===== src/rtl/stopwatch_pkg.sv =====
// rtl/stopwatch_pkg.sv - shared FSM state encoding and digit limits for the stopwatch counter
package stopwatch_pkg;

   typedef enum logic [1:0] {
      IDLE  = 2'd0,
      RUN   = 2'd1,
      PAUSE = 2'd2
   } sw_state_t;

   localparam logic [3:0] ONES_MAX = 4'd9;
   localparam logic [2:0] TENS_MAX = 3'd5;

endpackage


===== src/rtl/stopwatch_cnt_btn_cond.sv =====
// rtl/stopwatch_cnt_btn_cond.sv - button conditioner: 2-flop sync, optional debounce (STOPWATCH_DEBOUNCE_EN), rising-edge pulse
module btn_cond #(
   parameter int DEB_CYCLES = 1250000
) (
   input  logic clk,
   input  logic rst_n,
   input  logic btn_raw,
   output logic press_p
);

   logic [1:0] sync_q;
   logic       level;
   logic       prev_q;

   // two-flop synchronizer for the asynchronous raw button
   always_ff @(posedge clk or negedge rst_n) begin
      if (!rst_n) begin
         sync_q <= 2'b00;
      end else begin
         sync_q <= {sync_q[0], btn_raw};
      end
   end

`ifdef STOPWATCH_DEBOUNCE_EN
   localparam int DW = $clog2(DEB_CYCLES) + 1;
   localparam logic [DW-1:0] DEB_LAST = DW'(DEB_CYCLES - 1);

   logic [DW-1:0] deb_cnt_q;
   logic          stable_q;

   // accept a new level only after it has been sampled DEB_CYCLES times in a row
   always_ff @(posedge clk or negedge rst_n) begin
      if (!rst_n) begin
         deb_cnt_q <= '0;
         stable_q  <= 1'b0;
      end else if (sync_q[1] == stable_q) begin
         deb_cnt_q <= '0;
      end else if (deb_cnt_q == DEB_LAST) begin
         stable_q  <= sync_q[1];
         deb_cnt_q <= '0;
      end else begin
         deb_cnt_q <= deb_cnt_q + 1'b1;
      end
   end

   assign level = stable_q;
`else
   logic unused_deb_cfg;
   assign unused_deb_cfg = (DEB_CYCLES != 0);
   assign level = sync_q[1];
`endif

   // remember the previous accepted level for edge detection
   always_ff @(posedge clk or negedge rst_n) begin
      if (!rst_n) begin
         prev_q <= 1'b0;
      end else begin
         prev_q <= level;
      end
   end

   assign press_p = level & ~prev_q;

endmodule


===== src/rtl/stopwatch_cnt.sv =====
// rtl/stopwatch_cnt.sv - 00..59 seconds stopwatch with start/pause and clear buttons; debounce via STOPWATCH_DEBOUNCE_EN
module stopwatch_cnt #(
   parameter int CLK_FREQ   = 125000000,
   parameter int DEB_CYCLES = 1250000
) (
   input  logic       CLK,
   input  logic       RST,
   input  logic       BTN_START,
   input  logic       BTN_CLR,
   output logic [3:0] NUM_1S,
   output logic [2:0] NUM_10S,
   output logic       RUNNING,
   output logic       WRAP
);

   import stopwatch_pkg::*;

   localparam int PW = (CLK_FREQ > 1) ? $clog2(CLK_FREQ) : 1;
   localparam logic [PW-1:0] PRESC_LAST = PW'(CLK_FREQ - 1);

   logic            start_p;
   logic            clr_p;
   sw_state_t       state_q;
   sw_state_t       state_d;
   logic [PW-1:0]   presc_q;
   logic            tick;
   logic [3:0]      ones_q;
   logic [2:0]      tens_q;
   logic            wrap_q;
   logic            running_q;

   btn_cond #(.DEB_CYCLES(DEB_CYCLES)) u_start_cond (
      .clk     (CLK),
      .rst_n   (RST),
      .btn_raw (BTN_START),
      .press_p (start_p)
   );

   btn_cond #(.DEB_CYCLES(DEB_CYCLES)) u_clr_cond (
      .clk     (CLK),
      .rst_n   (RST),
      .btn_raw (BTN_CLR),
      .press_p (clr_p)
   );

   // FSM state register
   always_ff @(posedge CLK or negedge RST) begin
      if (!RST) begin
         state_q <= IDLE;
      end else begin
         state_q <= state_d;
      end
   end

   // next state: clear dominates, start toggles between run and pause
   always_comb begin
      state_d = state_q;
      if (clr_p) begin
         state_d = IDLE;
      end else if (start_p) begin
         case (state_q)
            IDLE:    state_d = RUN;
            RUN:     state_d = PAUSE;
            PAUSE:   state_d = RUN;
            default: state_d = IDLE;
         endcase
      end
   end

   assign tick = (state_q == RUN) && (presc_q == PRESC_LAST);

   // prescaler runs only in RUN, freezes in PAUSE, sits at zero otherwise
   always_ff @(posedge CLK or negedge RST) begin
      if (!RST) begin
         presc_q <= '0;
      end else if (clr_p) begin
         presc_q <= '0;
      end else begin
         case (state_q)
            RUN:     presc_q <= tick ? '0 : presc_q + 1'b1;
            PAUSE:   presc_q <= presc_q;
            default: presc_q <= '0;
         endcase
      end
   end

   // BCD seconds counter with a one-cycle wrap pulse on 59 -> 00
   always_ff @(posedge CLK or negedge RST) begin
      if (!RST) begin
         ones_q <= 4'd0;
         tens_q <= 3'd0;
         wrap_q <= 1'b0;
      end else begin
         wrap_q <= 1'b0;
         if (clr_p) begin
            ones_q <= 4'd0;
            tens_q <= 3'd0;
         end else if (tick) begin
            if (ones_q >= ONES_MAX) begin
               ones_q <= 4'd0;
               if (tens_q >= TENS_MAX) begin
                  tens_q <= 3'd0;
                  wrap_q <= 1'b1;
               end else begin
                  tens_q <= tens_q + 3'd1;
               end
            end else begin
               ones_q <= ones_q + 4'd1;
            end
         end
      end
   end

   // running flag registered alongside the state so it tracks RUN exactly
   always_ff @(posedge CLK or negedge RST) begin
      if (!RST) begin
         running_q <= 1'b0;
      end else begin
         running_q <= (state_d == RUN);
      end
   end

   assign NUM_1S  = ones_q;
   assign NUM_10S = tens_q;
   assign RUNNING = running_q;
   assign WRAP    = wrap_q;

endmodule


===== config.mk =====
export PLATFORM = sky130hd
export DESIGN_NAME = stopwatch_cnt
export DESIGN_NICKNAME = d
export VERILOG_FILES = /design/src/rtl/stopwatch_pkg.sv /design/src/rtl/stopwatch_cnt_btn_cond.sv /design/src/rtl/stopwatch_cnt.sv
export SDC_FILE = /design/constraint.sdc
export NUM_CORES = 1
export LEC_CHECK = 0
export CORE_MARGIN = 10
export CORE_UTILIZATION = 50
export CTS_CLUSTER_DIAMETER = 200
export DETAILED_ROUTE_END_ITERATION = 10
export GPL_TIMING_DRIVEN = 0
export PLACE_DENSITY = 0.76
export REMOVE_ABC_BUFFERS = 1
export SLEW_MARGIN = 20
export SYNTH_ARGS = -nofsm -noshare
export SYNTH_HDL_FRONTEND = slang
export SYNTH_SLANG_ARGS = --single-unit

===== constraint.sdc =====
create_clock -name CLK -period 4.8 [get_ports CLK]
set_input_delay 0.96 -clock CLK [delete_from_list [all_inputs] [get_ports CLK]]
set_output_delay 0.96 -clock CLK [all_outputs]
set_load 0.01 [all_outputs]

**After elaboration in Yosys (flattened, before gate mapping)**

Cells that the tools add are included.

- Add/sub/neg operators: 3
- Order comparisons: 2
- Equal/unequal tests: 5
- Multiplexer cells: 17
- Bitwise gates (word level): 4
- Reduce and logical (&&, ||, !) cells: 6

Operator list:

| operator | number |
|---|---|
| $mux 27 | 2 |
| $pmux 27 s2 | 1 |
| $add 27x1->27 const B | 1 |
| $eq 27x27->1 const B | 1 |
| $mux 3 | 4 |
| $mux 4 | 3 |
| $add 4x1->4 const B | 1 |
| $eq 2x1->1 const B | 2 |
| $ge 4x4->1 const B | 1 |
| $mux 1 | 4 |
| $mux 2 | 2 |
| $pmux 2 s2 | 1 |
| $reduce_bool 2->1 | 2 |
| $add 3x1->3 const B | 1 |
| $ge 3x3->1 const B | 1 |
| $and 1x1->1 | 2 |
| $eq 2x2->1 const B | 1 |
| $logic_not 2->1 | 1 |
| $ne 2x2->1 const B | 1 |
| $not 1->1 | 2 |
| $reduce_and 2->1 | 1 |
| $reduce_or 2->1 | 1 |
| $logic_and 1x1->1 | 1 |

- Register bits: 44
- Bits of input ports: 4
- Output and inout port bits: 9
- Word-level logic and storage cells: 47

**Logic depth before layout (Yosys ltp)**

Gate-level depths: netlist of the first run.

- Depth in word-level cells: 6
- Depth in mapped cells: 8
- Gate-level depth less buffers: 7

**Hierarchy**

A second synthesis of the first run with hierarchy kept.

- Cells, all modules: 245
- Area total of the unflattened synthesis: 2383.5 sq um

By module, submodules not included:

| module | times used | cells each | area each (sq um) | seq. area each (sq um) |
|---|---|---|---|---|
| stopwatch_cnt | 1 | 237 | 2205.9 | 950.9 |
| btn_cond | 2 | 4 | 88.8 | 75.1 |

**Worst setup path before layout of the first run**

No wires, ideal clock.

- Path kind: reg-to-reg
- From: register state_q[1]
- To: register presc_q[25]
- Setup time: 0.126 ns
- Arrival: 1.912 ns
- Data required time: 4.674 ns
- Slack: 2.762 ns
- Cell stages (with the launch flop): 7
- Buffers on the path: 1
- Period minus slack after synthesis: 2.038 ns
- Cells stage by stage: dfrtp_1 nand2b_1 or4_4 o31a_1 buf_6 and4_1 a221o_1

- Word-level cells in the longest chain between the ends: 5
- Elaborated cells on any way between the ends: 7
- Those cells by class: 3 x eq/ne; 3 x mux; 1 x reduce/logical

RTL lines:

| element | RTL line | source |
|---|---|---|
| start, declared | stopwatch_cnt.sv:23 | `sw_state_t state_q;` |
| start signal, assigned | stopwatch_cnt.sv:51 | `state_q <= state_d;` |
| $eq 2x1->1 | stopwatch_cnt.sv:70, stopwatch_cnt.sv:79 |  |
| $logic_and 1x1->1 | stopwatch_cnt.sv:70 | `assign tick = (state_q == RUN) && (presc_q == PRESC_LAST);` |
| $mux 27 | stopwatch_cnt.sv:80 | `RUN: presc_q <= tick ? '0 : presc_q + 1'b1;` |
| $pmux 27 s2 | stopwatch_cnt.sv:79 | `case (state_q)` |
| $mux 27 | stopwatch_cnt.sv:76 | `end else if (clr_p) begin` |
| end signal, assigned | stopwatch_cnt.sv:80 |  |
| end signal, assigned | stopwatch_cnt.sv:81 | `PAUSE: presc_q <= presc_q;` |
| end, declared | stopwatch_cnt.sv:25 | `logic [PW-1:0] presc_q;` |

Several ways; a longest one is shown, not always the timed one.
A chain may end at the register's enable or synchronous reset.

**Worst setup path after layout of the first run**

- From: register presc_q[13]
- To: register presc_q[24]

- Word-level cells in the longest chain between the ends: 5
- Elaborated cells on any way between the ends: 6
- Those cells by class: 1 x add/sub; 1 x eq/ne; 3 x mux; 1 x reduce/logical

RTL lines:

| element | RTL line |
|---|---|
| branches (longest 2 deep; another with $add 27x1->27) | -- |
| $mux 27 (*) | stopwatch_cnt.sv:80 |
| $pmux 27 s2 (*) | stopwatch_cnt.sv:79 |
| $mux 27 (*) | stopwatch_cnt.sv:76 |

Mark *: on every way between the ends.

==> results.cfg, run 1 <==
[timing]
hold_viol = 0
max_freq_ghz = 0.4157
finalMaxSlewViolations = 0
setup_tns_ns = 0
max-slew-margin-rel = 0.4612
post-route-min-period_ns = 2.406
finClkSkew_ns = 0.007399
final-setup-viol-count = 0
finalCritPeriodShare = 0.5012
tightest_slew_ns = 0.8013
rsz0062_at_grt = false

[clock_tree]
clock-root-buffer = clkbuf_8
cts_buffer_depth = 2
cts_setup_buffers = 0
clk_pin_slew_ns = 0.08
htreeDepth = 2
cts_num_sinks = 44
cts_made_buffers = 5
cts_resized = 0
cts_hold_buf = 0
clkLatencyLatePin_ns = 0.29
cts_tree = yes

[outcome]
outcome = finished clean

[logic_synthesis]
yosysTopAreaCellShare = 0.4749
synthDistinctLibCells = 42
yosysMostFrequentCell = dfrtp_1
avgSynthCellArea_um2 = 9.660
syn-cell-area_mm2 = 0.002318
synth_flop_cell = dfrtp_1
synth-async-reset-ratio = 1.000
ys_seq_elements = 44
ys_seq_area_frac = 0.4749
synth_top_cell_by_area = dfrtp_1
ys_warn_count = 0
ys_top_cells_by_count = dfrtp_1 (44), nor2_1 (41), nand2_1 (20)
yosys-top-cells-area = dfrtp_1 (47%), nor2_1 (6.6%), xor2_1 (4.5%)
netlist_instances = 240
synth_edf_count = 0

[floorplanning]
core-area_mm2 = 0.004414
floorplan.initialDensity = 0.5252
dieHeight_um = 88.10
die_w_um = 88.10
die-area_mm2 = 0.007761
rows = 24
io_pins = 13

[pwr]
power_density_mw_per_mm2 = 269.3
leakage_nw = 1.036
peakVddDrop_mv = 0.2114

[run]
drv_cap = 0

[detailed_routing]
drc = 0
via_count = 1822
wl_per_cell_um = 15.72
drtPass1Iterations = 4
drtIter0Drc = 145
routed_via_density = 5.993
postRouteAntennaNets = 0
wl_mm = 4.778

[finish]
nNetsFinal = 262
nFillCells = 374
insertedDiodeCount = 0
drive_above_1_share = 0.06349
multi_input_area_mm2 = 0.001141
postLayoutCellArea_mm2 = 0.002542
area_growth_pct = 9.660
regArea_mm2 = 0.001101

[critical_path]
endpoint_kind = flop
required_ns = 4.97
path_max_fanout = 5
worstSetupStartpointType = flop
arrival_ns = 2.58
crit_type = flop to flop

[global_routing]
grt_start_max_net_pins = 27
grt_pass1_vias = 1722
track_usage = 0.1271
antenna_found_initial = 0
grt-ovfl-total = 0
grt_pass1_wl_mm = 8.017

[placement]
routabilityCongestion = 0.9138
place_hpwl_mm = 3.440
port-buffer-count = 12
post_dp_cell_area_mm2 = 0.002462

[worst_hold_path]
worstHoldPathType = flop to flop
==> logic make-up after synthesis <==
family	after synthesis	share of synthesized area
xor+xnor	21	0.07933
buf+inv	14	0.03400
fa+ha+maj	6	0.03238
simple gates	125	0.2806
flops	44	0.4749
mux	4	0.01727
compound gates	26	0.08149
==> sequential cells by signal, summed over array words and instances, names as in the netlist <==
register,flops
u_clr_cond.sync_q,2
state_q,2
u_start_cond.prev_q,1
presc_q,27
WRAP,1
RUNNING,1
NUM_10S,3
NUM_1S,4
u_start_cond.sync_q,2
u_clr_cond.prev_q,1
==> layer usage <==
metal	wire [um]	vias up	GRT usage
met4	63	0	0.04850
li1	-	875	-
met3	222	5	0.02507
met5	0	-	0
met2	2282	34	0.2017
met1	2209	908	0.1670
==> placed cells by master, fill, tap and decap left out, drive strengths merged, types with 4 or more instances in the layout <==
master | netlist | layout
and3 | 6 | 6
dfrtp | 44 | 44
nor3 | 9 | 9
a21oi | 9 | 9
nand2 | 20 | 20
nand4 | 14 | 14
clkbuf | 4 | 6
inv | 6 | 6
nand3 | 11 | 11
mux2i | 4 | 4
and4 | 5 | 5
nand4b | 4 | 4
nor2 | 41 | 41
clkdlybuf4s50 | 0 | 11
xnor2 | 9 | 9
xor2 | 12 | 12
ha | 6 | 6
==> critical path, cell delays in order, from the launching register on <==
cell and delay (ns):
dfrtp_1 0.44, nor4b_1 0.42, nand4_1 0.28, nor3_1 0.58
nor3_1 0.19, a221o_1 0.38
==> worst paths after layout <==
path,to,start,slack (ns),depth (start not counted)
min in group asynchronous,presc_q[8],RST,0.59,1
hold / removal,u_start_cond.sync_q[1],u_start_cond.sync_q[0],0.35,0
setup / recovery,presc_q[24],presc_q[13],2.39,5
setup reg to reg,presc_q[24],presc_q[13],2.39,5
hold reg to reg,u_start_cond.sync_q[1],u_start_cond.sync_q[0],0.35,0
max in group asynchronous,presc_q[19],RST,3.73,2
==> through the flow <==
| step | hold WS (ns) | total power, mW | std cells | setup WS, ns | utilization |
|---|---|---|---|---|---|
| 2_1_floorplan | 0.3312 | 0.4428 | 232 | 2.749 | - |
| 3_3_place_gp | 0.3327 | 0.4711 | 296 | 1.664 | 0.5544 |
| 3_5_place_dp | 0.3355 | 0.4741 | 297 | 2.413 | 0.5578 |
| 4_1_cts | 0.3538 | 0.6882 | 304 | 2.396 | 0.5754 |
| 5_1_grt | 0.3550 | 0.7140 | 304 | 2.219 | 0.5760 |
| 6_report | 0.3520 | 0.6847 | 304 | 2.394 | 0.5760 |
==> cell type report <==
cell class | count | share of cell area
flip-flops and latches | 44 | 0.4331
repair buffers | 13 | 0.05315
multi-input cells | 182 | 0.4488
well taps | 52 | 0.02559
inverters | 6 | 0.008858
clock buffers | 6 | 0.02854
clock inverters | 1 | 0.001969
==> power breakdown <==
| group | switching [mW] | internal (mW) |
|---|---|---|
| logic | 0.0499 | 0.0258 |
| clock network | 0.119 | 0.0990 |
| registers | 0.0101 | 0.381 |
| total | 0.179 | 0.506 |
No activity file was read; power rests on OpenSTA's default activity.
==> inputs of run 2 (changes only) <==
--- a/config.mk
+++ b/config.mk
@@ -10,7 +10,7 @@
 export CTS_CLUSTER_DIAMETER = 200
 export DETAILED_ROUTE_END_ITERATION = 10
 export GPL_TIMING_DRIVEN = 0
-export PLACE_DENSITY = 0.76
+export PLACE_DENSITY = 0.78
 export REMOVE_ABC_BUFFERS = 1
 export SLEW_MARGIN = 20
 export SYNTH_ARGS = -nofsm -noshare
==> constraint.sdc (replaced) <==
create_clock -name CLK -period 2.2 [get_ports CLK]
set_input_delay 0.44 -clock CLK [delete_from_list [all_inputs] [get_ports CLK]]
set_output_delay 0.44 -clock CLK [all_outputs]
set_load 0.01 [all_outputs]
==> results.cfg, run 2 (synthesis gave the netlist of run 1 again) <==
[critical_path]
worstSetupStartpointType = flop
arrival_ns = 2.31
slowest_stage = or4_4
path_cells = nand2b_1 > or4_4 > o31a_4 > and4_1 > a221o_1
crit_type = flop to flop
path_max_fanout = 6
cp_top_family = simple AND/OR/NAND/NOR gates
slowest_delay_ns = 0.54
required_ns = 2.39
endpoint_kind = flop
crit_buf_inv = 0

[timing]
tightest_slew_ns = 0.7008
finalMaxSlewViolations = 0
post-route-min-period_ns = 2.116
max_freq_ghz = 0.4725
final-setup-viol-count = 0
max-slew-margin-rel = 0.5288
finClkSkew_ns = 0.005369
hold_viol = 0
finalCritPeriodShare = 0.9620
setup_tns_ns = 0
layout_setup_ws_ns = 0.08357

[global_routing]
grt_pass1_vias = 1780
track_usage = 0.1301
antenna_found_initial = 0
grt_start_max_net_pins = 27
grt-ovfl-total = 0
grt_pass1_wl_mm = 8.162

[detailed_routing]
drc = 0
drtPass1Iterations = 4
via_count = 1834
wl_per_cell_um = 14.93
routed_via_density = 5.916
drtIter0Drc = 192
postRouteAntennaNets = 0
wl_mm = 4.628

[floorplanning]
core-area_mm2 = 0.004414
die-area_mm2 = 0.007761
dieHeight_um = 88.10
rows = 24
floorplan.initialDensity = 0.5252
die_w_um = 88.10
io_pins = 13

[pwr]
internal_power_mw = 1.265
leakage_nw = 1.092
combinationalPowerShare = 0.123
pwr-share-seq = 0.501
pwr-share-clk = 0.376
power_density_mw_per_mm2 = 638.2
peakVddDrop_mv = 0.3833
power_switching_share = 0.2556
switchingPower_uw = 434.6
fin_total_pwr_mw = 1.700

[clock_tree]
clock-root-buffer = clkbuf_8
cts_hold_buf = 0
clk_pin_slew_ns = 0.09
cts_buffer_depth = 2
cts_made_buffers = 5
cts_num_sinks = 44
clkLatencyLatePin_ns = 0.31
htreeDepth = 2
cts_tree = yes

[worst_hold_path]
worstHoldPathType = input pin to async pin

[finish]
layout_commonest_cell = dfrtp_1
largest_register_ffs = 27
area_growth_pct = 14.89
insertedDiodeCount = 0
drive_above_1_share = 0.1202
postLayoutCellArea_mm2 = 0.002664
final_cell_mix = dfrtp_1 (42), nor2_1 (41), nand2_1 (19)
regMostFlops = presc_q
nNetsFinal = 267
nFillCells = 359
final_core_util = 0.6035

[placement]
port-buffer-count = 12
post_dp_cell_area_mm2 = 0.002462
routabilityCongestion = 0.8778
place_hpwl_mm = 3.243
pre_cts_ws_ns = -0.1034

[outcome]
outcome = finished clean

[run]
drv_cap = 0
==> run 2: timing repair <==
item	CTS	global route
resized for setup	5	5
setup endpoints to repair	21	5
buffers inserted	1	4
pin swaps	1	3
==> run 2: metal layers <==
metal,vias up,GRT usage,part of all wire
met5,-,0,0
met4,0,0.05278,0.024
met3,12,0.03157,0.057
met2,54,0.2156,0.46
met1,873,0.1584,0.46
li1,895,-,-
==> run 2: cell type report <==
| type | count | area (um^2) | share of cell area |
|---|---|---|---|
| multi-input cells | 182 | 1175 | 0.4411 |
| flip-flops and latches | 44 | 1104 | 0.4143 |
| repair buffers | 18 | 182.7 | 0.06858 |
| clock buffers | 5 | 68.82 | 0.02583 |
| well taps | 52 | 65.06 | 0.02442 |
| clock inverters | 3 | 46.29 | 0.01738 |
| inverters | 6 | 22.52 | 0.008455 |
==> run 2: worst reg2reg max path, delay by kind of cell, from the launching register on <==
family / cells / cell delay, ns
AND/OR/NAND/NOR: 3 / 0.91
AO/OA/AOI/OAI: 2 / 0.68
flip-flops: 1 / 0.41
==> run 2: worst paths after layout <==
kind / end / startpoint / cells after the start / slack (ns)
worst max-delay path: presc_q[25] / state_q[1] / 5 / 0.08
worst min-delay path: u_start_cond.sync_q[0] / RST / 1 / 0.06
worst max register to register: presc_q[25] / state_q[1] / 5 / 0.08
worst min register to register: u_start_cond.sync_q[1] / u_start_cond.sync_q[0] / 0 / 0.35
max in group asynchronous: state_q[0] / RST / 2 / 1.65
min in group CLK: u_start_cond.sync_q[1] / u_start_cond.sync_q[0] / 0 / 0.35
==> run 2: power groups by stage <==
| stage | combinational [mW] | clock [mW] | sequential (mW) |
|---|---|---|---|
| after floorplan | 0.0994 | 0 | 0.867 |
| after global placement | 0.159 | 0 | 0.868 |
| after detailed placement | 0.164 | 0 | 0.869 |
| after CTS | 0.191 | 0.650 | 0.853 |
| after global routing | 0.232 | 0.683 | 0.855 |
| final | 0.209 | 0.639 | 0.852 |
==> run 2: metrics by stage <==
| stage | hold slack [ns] | cells |
|---|---|---|
| 3_3_place_gp | 0.3315 | 296 |
| 5_1_grt | 0.08287 | 310 |
| 4_1_cts | 0.07171 | 306 |
| 3_5_place_dp | 0.3347 | 297 |
| 2_1_floorplan | 0.1444 | 232 |
| 6_report | 0.06019 | 310 |
